### config.mk
export PLATFORM = sky130hd
export DESIGN_NAME = down_count_monitor
export DESIGN_NICKNAME = d
export VERILOG_FILES = /design/src/rtl/down_count_monitor.sv
export SDC_FILE = /design/constraint.sdc
export NUM_CORES = 1
export LEC_CHECK = 0
export ABC_AREA = 1
export CAP_MARGIN = 40
export CORE_MARGIN = 2
export CORE_UTILIZATION = 45
export DETAILED_ROUTE_END_ITERATION = 12
export PLACE_DENSITY = 0.72
export SLEW_MARGIN = 20
export SYNTH_ARGS = -nofsm -noshare
export SYNTH_HDL_FRONTEND = slang
export SYNTH_SLANG_ARGS = --single-unit
### constraint.sdc
create_clock -name clk -period 5.5 [get_ports clk]
set_input_delay 1.375 -clock clk [delete_from_list [all_inputs] [get_ports clk]]
set_output_delay 1.375 -clock clk [all_outputs]
set_load 0.01 [all_outputs]
### src/rtl/down_count_monitor.sv
// down_count_monitor: watches a 4-bit down counter for 0->15 wraps, tallies them and raises an ack-cleared alarm.
// Optional macro STEP_CHECK_EN adds a sticky illegal-step flag; without it step_err is tied low.
module down_count_monitor #(
    parameter int WRAP_W     = 8,
    parameter int WRAP_LIMIT = 4
) (
    input  logic              clk,
    input  logic              clear,
    input  logic [3:0]        cnt_in,
    input  logic              ack,
    output logic              wrap_pulse,
    output logic [WRAP_W-1:0] wrap_count,
    output logic              alarm,
    output logic              step_err
);
    typedef enum logic [1:0] {IDLE, TRACK, ALARM} state_t;

    localparam logic [WRAP_W-1:0] LIMIT = WRAP_W'(WRAP_LIMIT);

    state_t            state_q, state_d;
    logic [3:0]        prev_q, prev_d;
    logic [WRAP_W-1:0] count_q, count_d, count_base, count_inc;
    logic              pulse_q, pulse_d;
    logic              wrap, ack_ok;

    assign wrap   = (state_q != IDLE) && (prev_q == 4'd0) && (cnt_in == 4'd15);
    assign ack_ok = (state_q == ALARM) && ack;

    // An accepted ack restarts the tally before any same-cycle wrap is added.
    always_comb begin
        state_d    = state_q;
        prev_d     = cnt_in;
        count_d    = count_q;
        pulse_d    = 1'b0;
        count_base = ack_ok ? '0 : count_q;
        count_inc  = (count_base == '1) ? count_base : count_base + WRAP_W'(1);
        if (state_q == IDLE) begin
            state_d = TRACK;
        end else begin
            pulse_d = wrap;
            count_d = wrap ? count_inc : count_base;
            if (ack_ok) state_d = TRACK;
            if (wrap && count_inc == LIMIT) state_d = ALARM;
        end
    end

    always_ff @(posedge clk or negedge clear) begin
        if (!clear) begin
            state_q <= IDLE;
            prev_q  <= 4'd0;
            count_q <= '0;
            pulse_q <= 1'b0;
        end else begin
            state_q <= state_d;
            prev_q  <= prev_d;
            count_q <= count_d;
            pulse_q <= pulse_d;
        end
    end

    assign wrap_pulse = pulse_q;
    assign wrap_count = count_q;
    assign alarm      = (state_q == ALARM);

`ifdef STEP_CHECK_EN
    logic err_q, err_d, bad_step;

    // Legal moves: hold, decrement by one, or synchronous clear to zero.
    always_comb begin
        bad_step = (state_q != IDLE) && (cnt_in != prev_q) && (cnt_in != prev_q - 4'd1) && (cnt_in != 4'd0);
        err_d    = (err_q && !ack_ok) || bad_step;
    end

    always_ff @(posedge clk or negedge clear) begin
        if (!clear) err_q <= 1'b0;
        else        err_q <= err_d;
    end

    assign step_err = err_q;
`else
    assign step_err = 1'b0;
`endif
endmodule

[Word-level counts from Yosys, hierarchy flattened]
Cells that the tools add are included.
Word-level totals
  flip-flop bits (word level): 15
  output and inout bits: 11
Operators by class
  add/sub/neg operators: 1
  eq/ne operators: 4
  multiplexer cells: 7
  reduce and logical (&&, ||, !) cells: 8
Operators by type and width (count)
  8-bit two-way mux: 3
  8-bit by 1-bit adder with 8-bit output, second input constant: 1
  8-bit by 3-bit equality test with 1-bit output, second input constant: 1
  8-bit equality test, second input constant: 1
  2-bit two-way mux: 3
  4-bit equality test, second input constant: 1
  1-bit logical AND: 4
  4-bit zero test: 1
  3-bit nonzero test: 1
  2-bit equality test, second input constant: 1
  2-bit zero test: 1
  2-bit nonzero test: 1
  1-bit two-way mux: 1

[Longest topological paths before layout]
Gate-level depths: netlist (run 1).
  depth after elaboration: 9
  mapped depth: 17

[Worst setup path after synthesis (run 1)]
OpenSTA, ideal clock, no wires.
  kind: input-to-reg
  start point: in ack
  end point: reg state_q[0]
  arrival: 2.750 ns
  required time: 5.387 ns
  setup slack: 2.638 ns
  stages on the path: 16
  cell sequence: nand3_4 buf_8 nand2_1 inv_1 ha_1 nand2_1 inv_1 nand3_1 nor2_4 nand2_2 nand2_1 nand2_1 nor2_1 nand3_1 nand2_1 inv_1
On the way
  longest elaborated chain between the ends: 8
  elaborated cells between the ends (all ways): 10
  classes of those cells: add/sub: 1; eq/ne: 2; mux: 4; reduce/logical: 3
RTL lines
  from (decl): line 10  | input logic ack,
  1-bit logical AND (*): line 27  | assign ack_ok = (state_q == ALARM) && ack;
  8-bit two-way mux: line 35  | count_base = ack_ok ? '0 : count_q;
  8-bit by 1-bit adder with 8-bit output or 8-bit equality test (tied branches): line 36  | count_inc = (count_base == '1) ? count_base : count_base + WRAP_W'(1);
  8-bit two-way mux: line 36
  8-bit by 3-bit equality test with 1-bit output: line 43  | if (wrap && count_inc == LIMIT) state_d = ALARM;
  1-bit logical AND: line 43
  2-bit two-way mux: line 43
  2-bit two-way mux: line 37  | if (state_q == IDLE) begin
  to (signal assigned): line 54  | state_q <= state_d;
  to (decl): line 20  | state_t state_q, state_d;
Every way passes the cells marked *; elsewhere a longest branch is shown, timed or not.
A chain may end at the register's enable or synchronous reset.

[Final worst setup path (run 1)]
Ends and elaborated chain as after synthesis.

==> metrics, run 1 <==
WL met2 816 um; Initial DRT Pass Iterations 4; sequential area share after synthesis 43.2%; pre-CTS setup slack 1.93 ns; initial DRC count 14; final worst slack 2.22 ns; DR vias 793; DR vias/cell 4.99; core area 1760 um2; fill count 174; clock transition at the registers of the reported paths 0.09 ns; gp weighted congestion 0.880; pin count of the biggest net entering global routing 18; first-pass GRT wire length 3020 um; Placed Instances 155; Crit Path Max Fanout 17; post-CTS setup buffer count 0; fmax 305 MHz; uppermost layer routed met4; row count 15; Worst setup EP type register; Post-Syn Area per Cell 7.43 um2; diode count 0; worst slew pin tran 0.687 ns; hold depth 2; Die Y 48.0 um; DP HPWL 1360 um; final core occ 60.1%; initial antenna violation count 0; Syn Inst Count 117; Seq. cell area 375 um2; Design Power 0.000205 W; Hold Path End state_q[1]; Unique masters post-synth 22; layout cell share with drive strength beyond 1 6.72%; Tcrit/Tclk final 59.6%; Tightest Hold Check Type reg -> reg; reg2reg setup slack 3.28 ns; Post-Syn Area 870 um2; RSZ-0062 raised after global routing no; Starting Density 49.3%; critical path data arrival time 3.47 ns; status finished clean; M1 WL 805 um; CTS tree done; crit path kind in -> reg; fin cells 159; gr ovfl total 0; post-CTS sizing 0; HP Start state_q[1]; Slew HR 54.1%; CP startpoint ack; Post-DRT Antenna Nets 0; Final Hold Vio Count 0; Power Dens Cells 193 nW/um2; Boundary Pins 18; die area 2300 um2; Crit Reg-Reg Endpoint state_q[0]; post-layout min period 3.28 ns; CP Cell Sequence clkdlybuf4s50_1, nand3_4, nand2_1, inv_1, ha_1, nand2_1, inv_1, nand3_1, nor2_4, nand2_2, nand3_1, nor2_1, nand3_1, nand2_1, inv_1; skew final 0.00776 ns; Final setup violation count 0; H-tree Lvls 1; Clock Latency Late Sink 0.29 ns; WP data required 5.69 ns; maximum vdd drop 0.000181 V; met3 WL 97 um; Lkg Pwr 0.540 nW; maxcap violations 0; footprint of the multi-input gates 395 um2; Syn. warnings 0; Slowest-stage cell, CP clkdlybuf4s50_1; Port Buffers 16; syn_nets 125; root buf cell clkbuf_4; reg2reg start state_q[0]; area delta synth->final 22.0%; Slew Limit Fails 0; max incr delay on CP 0.50 ns; Chip Width 48.0 um; clock buffer depth 2; Nets 143; vias in the first global route 695; Yosys reg bits 15; WL/cell 11.1 um; CTS Buf Count 3; CTS Hold Bufs 0; final wirelength 1760 um; reg2reg path depth 15; setup TNS 0 ns; GRT Total Usage 19.2%; Sink Count 15; DRC 0; startpoint types input port
cells by family after synthesis:
kind of cell / Yosys count / share of synthesized area, %
AOI/OAI and AO/OA: 15 / 9.21
and+or+nand+nor: 62 / 33.4
buffers and inverters: 22 / 11.4
adders and majority gates: 1 / 1.44
xor gates and xnor gates: 1 / 1.01
DFF: 15 / 43.2
other: 1 / 0.431
worst max-delay path: cells and delay by family:
kind                       cells  cell delay [ns]
buffers and inverters          4             0.65
adders and majority gates      1             0.23
and+or+nand+nor               10             1.21
layout make-up:
class	count	share of cell area, %
Clock buffer	3	2.12
Clock inverter	1	0.472
Inverter	19	6.72
Multi-Input combinational cell	80	37.3
Sequential cell	15	35.4
Tap cell	25	2.95
Timing Repair Buffer	16	15.1
metrics by stage:
step / cell area, um2 / hold WS (ns)
global route: 1060 / 0.664
CTS: 1060 / 0.614
finish: 1060 / 0.609
floorplan: 870 / 0.540
global placement: 1030 / 0.578
detailed placement: 1030 / 0.584
sequential cells by signal, indices dropped and copies added (netlist names):
| signal | count |
|---|---|
| wrap_count | 8 |
| wrap_pulse | 1 |
| state_q | 2 |
| prev_q | 4 |
how the worst max path moves through the flow:
stage / slack, ns / to / cells past startpoint
finish: 2.22 / state_q[0] / 15
detailed placement: 1.93 / state_q[0] / 15
CTS: 2.23 / state_q[0] / 15
global placement: 1.95 / state_q[0] / 15
global route: 2.01 / state_q[0] / 15
floorplan: 2.64 / state_q[0] / 16
cells in the mapped netlist, drive strengths merged:
| master | instances | area, um2 |
|---|---|---|
| nand4 | 2 | 12.5 |
| buf | 3 | 27.5 |
| nand2 | 35 | 141 |
| o21ai | 11 | 55.1 |
| nor2 | 11 | 48.8 |
| o21bai | 1 | 7.51 |
| nand3 | 12 | 72.6 |
| inv | 19 | 71.3 |
| a21oi | 2 | 10.0 |
| conb | 1 | 3.75 |
| xor2 | 1 | 8.76 |
| ha | 1 | 12.5 |
| a22oi | 1 | 7.51 |
| dfrtp | 15 | 375 |
| nand3b | 2 | 15.0 |
metal layers:
metal / global-route usage [%] / vias to the layer above
li1: - / 403
met1: 25.0 / 351
met2: 30.1 / 31
met3: 4.15 / 8
met4: 9.19 / 0
met5: 0 / -
cell usage in the layout (no fill, tap or decap):
| cell type | instances |
|---|---|
| conb_1 | 1 |
| nor2_4 | 1 |
| nand3_1 | 11 |
| nand2_1 | 33 |
| clkinv_2 | 1 |
| inv_1 | 18 |
| nand3_4 | 1 |
| nand2_4 | 1 |
| a21oi_1 | 2 |
| o21bai_1 | 1 |
| clkbuf_4 | 3 |
| nand3b_1 | 2 |
| nand2_2 | 1 |
| o21ai_0 | 11 |
| ha_1 | 1 |
| a22oi_1 | 1 |
| clkdlybuf4s50_1 | 16 |
| inv_2 | 1 |
| nor2_1 | 10 |
| nand4_1 | 2 |
| xor2_1 | 1 |
| dfrtp_1 | 15 |
power by group:
group          total [W]  internal [W]  switching [W]
Sequential      0.000116      0.000114     0.00000204
Combinational  0.0000234     0.0000116      0.0000119
Clock          0.0000658     0.0000271      0.0000388
Note: power is estimated with default switching activity, not from simulation.
==> inputs of run 2 (changes only) <==
CORE_UTILIZATION = 44   (was 45)
PLACE_DENSITY = 0.73   (was 0.72)
clock period = 3 ns   (was 5.5 ns; I/O delays follow)
==> metrics, run 2 (synthesized netlist as in run 1, its figures left out) <==
fmax 402 MHz; Sink Count 15; max reg flops 8; DR vias 790; Worst setup EP type register; CP Capture Point state_q[0]; Chip Width 48.5 um; CTS Buf Count 3; pin count of the biggest net entering global routing 16; WL/cell 11.1 um; startpoint types input port; HP Start state_q[1]; reg2reg setup slack 0.98 ns; CP startpoint ack; Boundary Pins 18; post-CTS sizing 0; CTS tree done; Tcrit/Tclk final 82.8%; Post-DRT Antenna Nets 0; Lkg Pwr 0.541 nW; Starting Density 45.7%; Slew Limit Fails 0; status finished clean; die area 2350 um2; Initial DRT Pass Iterations 4; met3 WL 94 um; Final setup violation count 0; Crit Path Max Fanout 6; H-tree Lvls 1; post-CTS setup buffer count 0; WP data required 3.19 ns; post-layout min period 2.48 ns; reg2reg start state_q[0]; critical path data arrival time 2.67 ns; final wirelength 1800 um; DRC 0; WL met2 904 um; vias in the first global route 792; Seq. cell area 375 um2; layout cell share with drive strength beyond 1 6.67%; clock buffer depth 2; clock transition at the registers of the reported paths 0.09 ns; Port Buffers 16; M1 WL 757 um; footprint of the multi-input gates 395 um2; gp weighted congestion 0.864; initial antenna violation count 0; root buf cell clkbuf_4; CTS Hold Bufs 0; reg2reg path depth 15; DR vias/cell 4.88; most common cell after layout, fill and taps aside nand2_1; uppermost layer routed met4; worst slew pin tran 0.647 ns; Clock Latency Late Sink 0.28 ns; Die Y 48.5 um; Tightest Hold Check Type reg -> reg; Crit Reg-Reg Endpoint state_q[0]; Power Dens Cells 347 nW/um2; setup TNS 0 ns; fill count 185; Final Hold Vio Count 0; Nets 144; area delta synth->final 23.0%; RSZ-0062 raised after global routing no; maxcap violations 0; diode count 0; final core occ 56.3%; initial DRC count 17; crit path kind in -> reg; most frequent cells in the layout nand2_1, inv_1, clkdlybuf4s50_1, dfrtp_1; Slew HR 56.7%; gr ovfl total 0; core area 1900 um2; DP HPWL 1430 um; skew final 0.000678 ns; GRT Total Usage 18.7%; row count 16; maximum vdd drop 0.000250 V; first-pass GRT wire length 3370 um
[run 2: cell types whose count changed in the layout (fill, tap and decap cells not counted), sizes merged]
cell    previous run  this run
buf                0         1
clkbuf             3         4
clkinv             1         0
[run 2: power breakdown]
| part | total [W] | switching (W) | leakage (nW) | internal [W] |
|---|---|---|---|---|
| registers | 0.000213 | 0.00000418 | 0.194 | 0.000209 |
| clock network | 0.000115 | 0.0000637 | 0.0150 | 0.0000516 |
| logic | 0.0000427 | 0.0000215 | 0.332 | 0.0000212 |
| total | 0.000371 | 0.0000895 | 0.541 | 0.000281 |
[run 2: how the worst min path moves through the flow]
| stage | to | slack (ns) | depth (start not counted) |
|---|---|---|---|
| final | state_q[1] | 0.61 | 2 |
| after global routing | state_q[1] | 0.67 | 2 |
| after CTS | state_q[1] | 0.61 | 2 |
| after detailed placement | state_q[1] | 0.59 | 2 |
| after global placement | state_q[1] | 0.56 | 2 |
| after floorplan | prev_q[0] | 0.45 | 0 |
[run 2: per-stage QoR]
step                      worst slack, ns  total power [W]  instances  cell area [um2]  hold WS, ns
after floorplan                     0.763         0.000236        117              870        0.454
after global placement              0.272         0.000258        158             1040        0.562
after detailed placement            0.213         0.000260        158             1040        0.592
after CTS                           0.525         0.000375        162             1070        0.613
after global routing                0.341         0.000396        162             1070        0.671
final                               0.515         0.000371        162             1070        0.608
[run 2: layout make-up]
cell class,instances,share of cell area (%)
clock buffers,4,2.46
multi-input cells,80,37.0
repair buffers,17,15.7
inverters,19,6.67
well taps,27,3.16
flip-flops and latches,15,35.1
[run 2: critical path: stages]
cell and delay (ns):
clkdlybuf4s50_1 0.45, nand3_4 0.12, nand2_1 0.08, inv_1 0.08, ha_1 0.18, nand2_1 0.06
inv_1 0.08, nand3_1 0.14, nor2_4 0.16, nand2_2 0.11, nand2_1 0.07, nand2_1 0.06
nor2_1 0.09, nand3_1 0.12, nand2_1 0.08, inv_1 0.03
[run 2: routing by layer]
metal / global-route usage [%] / up-vias
li1: - / 405
met1: 22.3 / 354
met2: 32.4 / 27
met3: 2.78 / 4
met4: 10.5 / 0
met5: 0 / -
